==> src/rtl/product_term_configurator_pkg.sv <==
// Shared types and constants for the product-term configuration writer.
`timescale 1ns/1ps
package product_term_configurator_pkg;

  typedef enum logic [1:0] {
    IDLE      = 2'd0,
    SHIFT_IN  = 2'd1,
    COMMIT    = 2'd2,
    SHIFT_OUT = 2'd3
  } state_e;

  localparam logic COMMAND_WRITE = 1'b1;
  localparam logic COMMAND_READ  = 1'b0;

endpackage

==> src/rtl/configuration_shift_register.sv <==
// Row-wide staging register: parallel load for readback, indexed bit write
// for serial load, shift-right for serial readback with bit 0 as output.
`timescale 1ns/1ps
module configuration_shift_register #(
  parameter int width       = 88,
  parameter int index_width = (width > 1) ? $clog2(width) : 1
) (
  input  logic                   clock,
  input  logic                   reset_n,
  input  logic                   load_enable,
  input  logic [width-1:0]       load_data,
  input  logic                   write_enable,
  input  logic [index_width-1:0] write_index,
  input  logic                   write_bit,
  input  logic                   shift_enable,
  output logic                   serial_bit,
  output logic [width-1:0]       data
);

  // Load has priority over an indexed write, which has priority over a shift.
  always_ff @(posedge clock or negedge reset_n) begin
    if (!reset_n) begin
      data <= '0;
    end else if (load_enable) begin
      data <= load_data;
    end else if (write_enable) begin
      data[write_index] <= write_bit;
    end else if (shift_enable) begin
      data <= data >> 1;
    end
  end

  assign serial_bit = data[0];

endmodule

==> src/rtl/product_term_configurator.sv <==
// Holds the product-term configuration rows and loads / reads them back
// bit-serially (LSB first) under a command and valid/ready handshake.
`timescale 1ns/1ps
module product_term_configurator
  import product_term_configurator_pkg::*;
#(
  parameter int input_signal_count = 88,
  parameter int product_term_count = 5,
  parameter int address_width      = $clog2(product_term_count)
) (
  input  logic                                         clock,
  input  logic                                         reset_n,
  input  logic                                         command_valid,
  output logic                                         command_ready,
  input  logic                                         command_write,
  input  logic [address_width-1:0]                     command_address,
  input  logic                                         abort,
  input  logic                                         serial_in_data,
  input  logic                                         serial_in_valid,
  output logic                                         serial_in_ready,
  output logic                                         serial_out_data,
  output logic                                         serial_out_valid,
  input  logic                                         serial_out_ready,
  output logic                                         done,
  output logic                                         error,
  output logic [product_term_count*input_signal_count-1:0] configuration
);

  localparam int counter_width = (input_signal_count > 1) ? $clog2(input_signal_count) : 1;
  localparam logic [counter_width-1:0] last_bit  = counter_width'(input_signal_count - 1);
  localparam logic [address_width:0]   row_limit = (address_width + 1)'(product_term_count);

  state_e                          state;
  logic [counter_width-1:0]        bit_count;
  logic [address_width-1:0]        row_address;
  logic [input_signal_count-1:0]   rows [product_term_count];
  logic [input_signal_count-1:0]   selected_row;
  logic [input_signal_count-1:0]   shift_data;
  logic                            command_fire;
  logic                            address_bad;
  logic                            load_fire;
  logic                            in_fire;
  logic                            out_fire;
  logic                            commit_fire;

  assign command_fire = command_valid && (state == IDLE);
  assign address_bad  = ({1'b0, command_address} >= row_limit);
  assign load_fire    = command_fire && !address_bad && (command_write == COMMAND_READ);
  // Abort wins over a bit handshake or a commit in the same cycle.
  assign in_fire      = (state == SHIFT_IN) && serial_in_valid && !abort;
  assign out_fire     = (state == SHIFT_OUT) && serial_out_ready && !abort;
  assign commit_fire  = (state == COMMIT) && !abort;

  assign command_ready    = (state == IDLE);
  assign serial_in_ready  = (state == SHIFT_IN);
  assign serial_out_valid = (state == SHIFT_OUT);

  // Row mux for readback loads; an out-of-range address selects nothing.
  always_comb begin
    selected_row = '1;
    for (int r = 0; r < product_term_count; r++) begin
      if (command_address == address_width'(r)) selected_row = rows[r];
    end
  end

  configuration_shift_register #(
    .width       (input_signal_count),
    .index_width (counter_width)
  ) u_shift_register (
    .clock        (clock),
    .reset_n      (reset_n),
    .load_enable  (load_fire),
    .load_data    (selected_row),
    .write_enable (in_fire),
    .write_index  (bit_count),
    .write_bit    (serial_in_data),
    .shift_enable (out_fire),
    .serial_bit   (serial_out_data),
    .data         (shift_data)
  );

  // Control FSM: command decode, bit counting, done/error pulses.
  always_ff @(posedge clock or negedge reset_n) begin
    if (!reset_n) begin
      state       <= IDLE;
      bit_count   <= '0;
      row_address <= '0;
      done        <= 1'b0;
      error       <= 1'b0;
    end else begin
      done  <= 1'b0;
      error <= 1'b0;
      case (state)
        IDLE: begin
          if (command_fire) begin
            if (address_bad) begin
              error <= 1'b1;
            end else begin
              row_address <= command_address;
              bit_count   <= '0;
              state       <= (command_write == COMMAND_WRITE) ? SHIFT_IN : SHIFT_OUT;
            end
          end
        end
        SHIFT_IN: begin
          if (abort) begin
            state <= IDLE;
          end else if (in_fire) begin
            if (bit_count == last_bit) state <= COMMIT;
            else                       bit_count <= bit_count + 1'b1;
          end
        end
        COMMIT: begin
          state <= IDLE;
          done  <= !abort;
        end
        SHIFT_OUT: begin
          if (abort) begin
            state <= IDLE;
          end else if (out_fire) begin
            if (bit_count == last_bit) begin
              state <= IDLE;
              done  <= 1'b1;
            end else begin
              bit_count <= bit_count + 1'b1;
            end
          end
        end
        default: state <= IDLE;
      endcase
    end
  end

  // Row storage: erased (all ones) on reset, only the addressed row commits.
  always_ff @(posedge clock or negedge reset_n) begin
    if (!reset_n) begin
      for (int r = 0; r < product_term_count; r++) rows[r] <= '1;
    end else if (commit_fire) begin
      for (int r = 0; r < product_term_count; r++) begin
        if (row_address == address_width'(r)) rows[r] <= shift_data;
      end
    end
  end

  for (genvar r = 0; r < product_term_count; r++) begin : g_configuration
    assign configuration[r*input_signal_count +: input_signal_count] = rows[r];
  end

endmodule

==> config.mk <==
export PLATFORM = sky130hd
export DESIGN_NAME = product_term_configurator
export DESIGN_NICKNAME = d
export VERILOG_FILES = /design/src/rtl/product_term_configurator_pkg.sv /design/src/rtl/configuration_shift_register.sv /design/src/rtl/product_term_configurator.sv
export SDC_FILE = /design/constraint.sdc
export NUM_CORES = 1
export LEC_CHECK = 0
export CORE_ASPECT_RATIO = 0.9
export CORE_MARGIN = 3
export CORE_UTILIZATION = 45
export CTS_BUF_LIST = sky130_fd_sc_hd__clkbuf_8
export DETAILED_ROUTE_END_ITERATION = 6
export DONT_BUFFER_PORTS = 1
export PLACE_DENSITY = 0.71
export SYNTH_ARGS = -nofsm -noshare
export SYNTH_HDL_FRONTEND = slang
export SYNTH_HIERARCHICAL = 1
export SYNTH_SLANG_ARGS = --single-unit
==> constraint.sdc <==
create_clock -name clock -period 3.15 [get_ports clock]
set_clock_uncertainty 0.2 [all_clocks]
set_input_delay 0.4725 -clock clock [delete_from_list [all_inputs] [get_ports clock]]
set_output_delay 0.4725 -clock clock [all_outputs]
set_load 0.03 [all_outputs]
==> results of run 1 <==
==> layer usage <==
| metal | global-route usage | part of all wire | vias to the layer above |
|---|---|---|---|
| li1 | - | - | 7081 |
| met1 | 0.343 | 0.40 | 9141 |
| met2 | 0.415 | 0.47 | 807 |
| met3 | 0.0894 | 0.097 | 147 |
| met4 | 0.0777 | 0.027 | 2 |
| met5 | 0 | 0.00016 | - |
==> through the flow <==
step	area (um^2)	hold WS, ps
after global routing	28900	-731
after CTS	28900	-745
after global placement	26900	11.8
final	28900	-702
after floorplan	26200	-23.1
after detailed placement	26900	3.15
==> flip-flops by register name, indices dropped and copies added (netlist names) <==
name,flops
bit_count,7
done,1
error,1
u_shift_register/data,88
configuration,440
row_address,3
state,2
==> worst register-to-register path, cell delays in order (launching register included) <==
cell      delay, ps
dfrtp_1         420
or3b_2          500
nor3_4          370
nand3b_1        310
or2_2           510
o21ai_0         190
mux2_2          290
==> Yosys cell counts, types with 3 or more instances <==
cell type,count,share of area
a21oi_1,39,0.0075
a22oi_1,87,0.025
a31oi_1,38,0.0091
and3_1,5,0.0012
buf_1,11,0.0016
buf_2,60,0.011
buf_4,3,0.00086
buf_6,8,0.0034
clkbuf_1,85,0.012
dfrtp_1,102,0.098
dfstp_2,440,0.44
mux2_1,24,0.010
mux2_2,466,0.20
mux2i_1,7,0.0027
mux4_2,88,0.076
nand2_1,54,0.0077
nand2b_1,3,0.00072
nand3_1,5,0.00096
nand3b_1,6,0.0017
nand4_1,3,0.00072
nand4bb_1,5,0.0022
nor2_1,7,0.0010
nor3b_1,3,0.00086
o21a_1,39,0.011
o21ai_0,129,0.025
o21ai_1,7,0.0013
o21ai_2,8,0.0027
o22a_1,89,0.030
or2_1,4,0.00096
or2_2,4,0.00096
or3b_1,3,0.0010
or4b_1,4,0.0015
==> worst paths after layout <==
kind / start / endpoint / slack, ps / depth (start not counted)
max in group asynchronous: reset_n / u_shift_register/data[48] / 1200 / 0
hold reg to reg: row_address[2] / row_address[2] / 390 / 1
min in group clock: command_address[2] / u_shift_register/data[49] / 70 / 4
setup reg to reg: state[0] / u_shift_register/data[51] / 230 / 6
hold / removal: reset_n / error / -700 / 0
setup / recovery: state[0] / u_shift_register/data[51] / 230 / 6
==> cell families (layout without fill, tap and decap cells) <==
| group | Yosys count | count (layout) |
|---|---|---|
| compound gates | 443 | 443 |
| fa+ha+maj | 1 | 1 |
| buf+inv | 168 | 224 |
| flops | 542 | 542 |
| mux | 587 | 587 |
| simple gates | 121 | 122 |
==> power groups by stage <==
stage                     clock, W  combinational, W  sequential (W)
final                      0.00638           0.00520          0.0192
after global routing       0.00686           0.00566          0.0195
after detailed placement         0           0.00515          0.0192
after floorplan                  0           0.00445          0.0175
after global placement           0           0.00492          0.0190
after CTS                  0.00654           0.00520          0.0191
==> what timing repair did <==
| item | 4_1_cts | 5_1_grt |
|---|---|---|
| hold endpoints to repair | 559 | 542 |
| endpoints found under the setup margin | 0 | 50 |
| gates resized for setup | 0 | 4 |
==> area by class of cell <==
type	instances	area [um^2]
well taps	765	957
clock buffers	116	1600
fillers	4844	28400
multi-input cells	1153	11300
clock inverters	51	278
flip-flops and latches	542	14100
repair buffers	57	594
==> results by group, run 1 <==
Final layout
  • Post-route insts no fill: 2684
  • # diodes: 0
  • Share of cells above drive strength 1: 0.625
  • Final Util: 0.504
  • Area delta synth->final: 10.4%
  • Most common cell after layout, fill and taps aside: mux2_2
  • Most frequent cells in the layout: mux2_2, dfstp_2, o21ai_0
  • Fin nets: 1858

Placed design
  • # placed instances: 2506
  • Post-DP HPWL: 50.0 mm
  • PortBufs: 0
  • Place WS: 107 ps
  • Gpl congestion: 0.812

GRT
  • Largest net degree at the start of global routing: 543
  • Grt total ovfl: 0
  • GRT Resource Usage Total: 0.262
  • First-pass GRT wire length: 121 mm
  • Initial antenna violation count: 4
  • Number of global-route vias before repair: 17743

Synth
  • Simple-Gate Fraction of Synth Area: 0.0263
  • Most used flip-flop cell after synthesis: dfstp_2
  • Post-synth EDFFs: 0
  • Syn. warnings: 6
  • Syn Nets: 1874
  • Post-synthesis cell area: 26200 um^2
  • Complex-gate fraction of the synthesized area: 0.114
  • Mux share of post-synthesis cell area: 0.290
  • FFs w/ async S/R, synth: 1.00
  • Synth Area in Adders: 0.000478
  • #FFs+latches synth: 542
  • Synth Area in XOR/XNOR: 0
  • Cell variety after synth: 51
  • Cells after Synth: 1862
  • Syn Area/Cell: 14.1 um^2
  • Largest family of logic cells by synthesized area: multiplexers
  • Post-synthesis sequential area ratio: 0.539

Floorplan
  • Site Rows: 83
  • Initial core utilization: 0.456
  • Die area: 61100 um^2
  • IO Pins: 457
  • Die Wd: 260 um
  • Die Y-Extent: 235 um
  • Core region area: 57300 um^2

STA
  • Final Setup Violations: 0
  • Setup_tns: 0 ps
  • Worst slew pin tran: 2870 ps
  • RSZ-0062 raised after global routing: no
  • Period utilisation layout: 0.926
  • Worst hold margin: -702 ps
  • F_max: 343 MHz
  • Final max-slew violation count: 365
  • Hold Vio Cnt, Final: 182
  • Max transition margin: -0.916
  • Final min period: 2920 ps
  • Final WS setup: 234 ps

Drt
  • Via count: 17178
  • DRC: 0
  • Drt first pass iters: 5
  • Routed wire length: 82.2 mm
  • Routed Antenna Nets: 0
  • DRT iter0 DRCs: 1280
  • Avg WL per Cell: 30.6 um
  • Vias per inst: 6.40

Job
  • Max_cap viols: 0

Worst setup path
  • Crit path launch type: register
  • CP max-delay cell: or2_2
  • Worst Path Max Fanout: 9
  • CP Buf/Inv Count: 0
  • Crit path required time: 3510 ps
  • CP arrival: 3270 ps
  • Worst path cell trace: or3b_2 -> nor3_4 -> nand3b_1 -> or2_2 -> o21ai_0 -> mux2_2
  • Critical Path End Type: register
  • Cell family with the largest share of critical-path delay: simple AND/OR/NAND/NOR gates
  • CP max stage delay: 510 ps
  • Crit Path Category: reg2reg

Clocking
  • Htree depth: 3
  • Clk Latency, worst-skew pair: 680 ps
  • Worst-case clock buffer depth: 3
  • Clk sink count: 542
  • CTS buffer count: 92
  • CTS clock-pin slew for the worst setup and hold paths: 70 ps
  • Setup bufs post-CTS: 0
  • Root Driver: clkbuf_8
  • TritonCTS clock tree: yes
  • Hold_buf cts: 10

Power and ir drop
  • Clock power share: 0.207
  • Gate power share: 0.169
  • Reg power frac: 0.623
  • Pwr/cell area: 1060 nW/um^2
  • Cell Int Power: 0.0181 W
  • VDD IR max: 689 uV
  • Leakage: 11.6 nW
  • Total chip power: 0.0307 W
  • NetSw: 0.0126 W
  • Switch share: 0.411

Hold path
  • Tightest Hold Check Type: in2async

Status
  • Failing checks: negative hold slack, max-slew violations
  • Status: complete, but fails checks
Power figures use the tool's default switching activity.
==> run 2: changes to the inputs <==
==> constraint.sdc (replaced) <==
create_clock -name clock -period 3.1 [get_ports clock]
set_clock_uncertainty 0.2 [all_clocks]
set_input_delay 0.465 -clock clock [delete_from_list [all_inputs] [get_ports clock]]
set_output_delay 0.465 -clock clock [all_outputs]
set_load 0.03 [all_outputs]
==> run 2 against run 1 <==
  * Largest cell class unchanged
  * Sequential power barely moved
  * Cell count is essentially flat
  * Clock power rose by 6.4%
  * Critical path depth rose by 1
  * Core utilization rose by 0.081 points
  * The flow still finishes with violations (negative hold slack, max-slew violations)
  * Die area stayed put
  * Global-route usage grew 0.23 points
==> results by group, run 2 (synthesis gave the netlist of run 1 again) <==
Status
  • Status: complete, but fails checks
  • Failing checks: negative hold slack, max-slew violations

Floorplan
  • IO Pins: 457 (unchanged)
  • Die Wd: 260 um (unchanged)
  • Initial core utilization: 0.456 (unchanged)
  • Core region area: 57300 um^2 (unchanged)
  • Site Rows: 83 (unchanged)
  • Die area: 61100 um^2 (unchanged)
  • Die Y-Extent: 235 um (unchanged)

Final layout
  • Share of cells above drive strength 1: 0.628 (+0.00261)
  • Most common cell after layout, fill and taps aside: mux2_2
  • Post-route insts no fill: 2685 (+0.037%)
  • Fin nets: 1855 (-0.16%)
  • Fillers: 4866 (+0.45%)
  • Most frequent cells in the layout: mux2_2, dfstp_2, o21ai_0
  • Register area: 14100 um^2 (unchanged)
  • Area occupied by multi-input gates: 11300 um^2 (-0.14%)
  • Area delta synth->final: 10.6%
  • Number of flip-flops under the largest register name: 440 (unchanged)
  • Final Cell Area: 28900 um^2 (+0.16%)

Power and ir drop
  • VDD IR max: 612 uV (-11%)
  • Gate power share: 0.170 (about the same)
  • Clock power share: 0.214 (+0.007)
  • Pwr/cell area: 1100 nW/um^2 (+3.0%)
  • Leakage: 11.6 nW (+0.10%)
  • NetSw: 0.0130 W (+3.2%)
  • Switch share: 0.411 (about the same)
  • Cell Int Power: 0.0187 W (+3.1%)
  • Reg power frac: 0.616 (-0.007)

Placed design
  • Cell Area, Placed: 26900 um^2 (-0.12%)
  • PortBufs: 0 (unchanged)
  • Gpl congestion: 0.839 (+3.4%)
  • # placed instances: 2505 (-0.040%)
  • Post-DP HPWL: 51.3 mm (+2.4%)

Drt
  • Avg WL per Cell: 30.7 um (+0.22%)
  • DRC: 0 (unchanged)
  • DRT iter0 DRCs: 1564 (+22%)
  • Vias per inst: 6.36 (-0.64%)
  • Routed Antenna Nets: 0 (unchanged)
  • Via count: 17075 (-0.60%)
  • Routed wire length: 82.4 mm (+0.26%)
  • Drt first pass iters: 5 (unchanged)

Worst setup path
  • Crit Path Category: reg2reg
  • CP max stage delay: 490 ps (-20 ps)
  • Worst path cell trace: or3b_2 -> nor3_2 -> nor2_4 -> buf_12 -> a22oi_1 -> o21a_1 -> a31oi_1
  • Worst Path Max Fanout: 48 (+39)
  • Crit path required time: 3440 ps (-70 ps)
  • End of the worst register-to-register path: u_shift_register/data[63]
  • FF-to-FF Start: state[1]
  • Crit path launch type: register
  • R2R depth: 7 (+1)
  • Critical Path End Type: register
  • Reg2Reg Setup Slack: 150 ps (-90 ps)
  • CP arrival: 3290 ps (+20 ps)
  • CP max-delay cell: or3b_2
  • CP startpoint: state[1]

GRT
  • Initial antenna violation count: 3 (-1)
  • Largest net degree at the start of global routing: 543 (unchanged)
  • Number of global-route vias before repair: 17684 (-0.33%)
  • First-pass GRT wire length: 122 mm (+0.67%)
  • GRT Resource Usage Total: 0.265 (+0.00230)
  • Grt total ovfl: 0 (unchanged)

Clocking
  • Setup bufs post-CTS: 0 (unchanged)
  • Clk Latency, worst-skew pair: 690 ps (about the same)
  • Post-CTS resize count: 0 (unchanged)
  • CTS clock-pin slew for the worst setup and hold paths: 70 ps (about the same)
  • Worst-case clock buffer depth: 3 (unchanged)
  • Clk sink count: 542 (unchanged)
  • Hold_buf cts: 9 (-1)
  • TritonCTS clock tree: yes
  • CTS buffer count: 92 (unchanged)
  • Root Driver: clkbuf_8
  • Htree depth: 3 (unchanged)

STA
  • Hold Vio Cnt, Final: 303 (+66%)
  • Setup_tns: 0 ps (unchanged)
  • RSZ-0062 raised after global routing: no
  • Final max-slew violation count: 216 (-41%)
  • Final min period: 2950 ps (+35.7 ps)
  • Max transition margin: -0.337 (+0.579)
  • F_max: 339 MHz (-1.2%)
  • Period utilisation layout: 0.952 (+0.0265)
  • Worst slew pin tran: 2010 ps (-869 ps)
  • Worst hold margin: -701 ps (+1.11 ps)
  • Final Setup Violations: 0 (unchanged)

Hold path
  • Tightest Hold Check Type: in2async

Job
  • Max_cap viols: 0 (unchanged)
[run 2: worst max path at each step]
stage / endpoint / slack (ps) / depth (start not counted)
4_1_cts: u_shift_register/data[63] / 230 / 9
3_3_place_gp: u_shift_register/data[63] / 120 / 7
2_1_floorplan: u_shift_register/data[75] / 220 / 10
5_1_grt: u_shift_register/data[63] / 30 / 9
3_5_place_dp: u_shift_register/data[63] / 110 / 7
6_report: u_shift_register/data[63] / 150 / 7
[run 2: through the flow]
stage | utilization | power (W) | setup WS (ps)
CTS | 0.505 | 0.0319 | 234
floorplan | - | 0.0223 | 220
detailed placement | 0.469 | 0.0249 | 113
global route | 0.505 | 0.0331 | 33.8
global placement | 0.469 | 0.0245 | 119
finish | 0.505 | 0.0317 | 149
[run 2: final cells by class]
type                       instances  share of cell area
sequential                       542               0.488
timing repair buffer              55              0.0193
tap                              765              0.0331
multi-input combinational       1152               0.392
antenna                            1           0.0000865
clock inverter                    54              0.0129
clock buffer                     116              0.0552
[run 2: routing by layer]
metal	vias to the layer above	global-route usage	part of all wire
met5	-	0	0.00013
met3	126	0.0905	0.094
met2	732	0.418	0.48
met1	9143	0.345	0.40
li1	7072	-	-
met4	2	0.0814	0.025
[run 2: power groups by stage]
stage                     Clock (W)  Combinational (W)  Sequential (W)
after floorplan                   0            0.00453          0.0177
after global placement            0            0.00512          0.0194
after detailed placement          0            0.00531          0.0196
after CTS                   0.00696            0.00538          0.0195
after global routing        0.00730            0.00585          0.0199
final                       0.00679            0.00538          0.0195
[run 2: worst max-delay path: cells and delay by family (launching register included)]
family          cells  cell delay (ps)
simple gates        3             1190
buf+inv             1              270
compound gates      3              720
flops               1              380
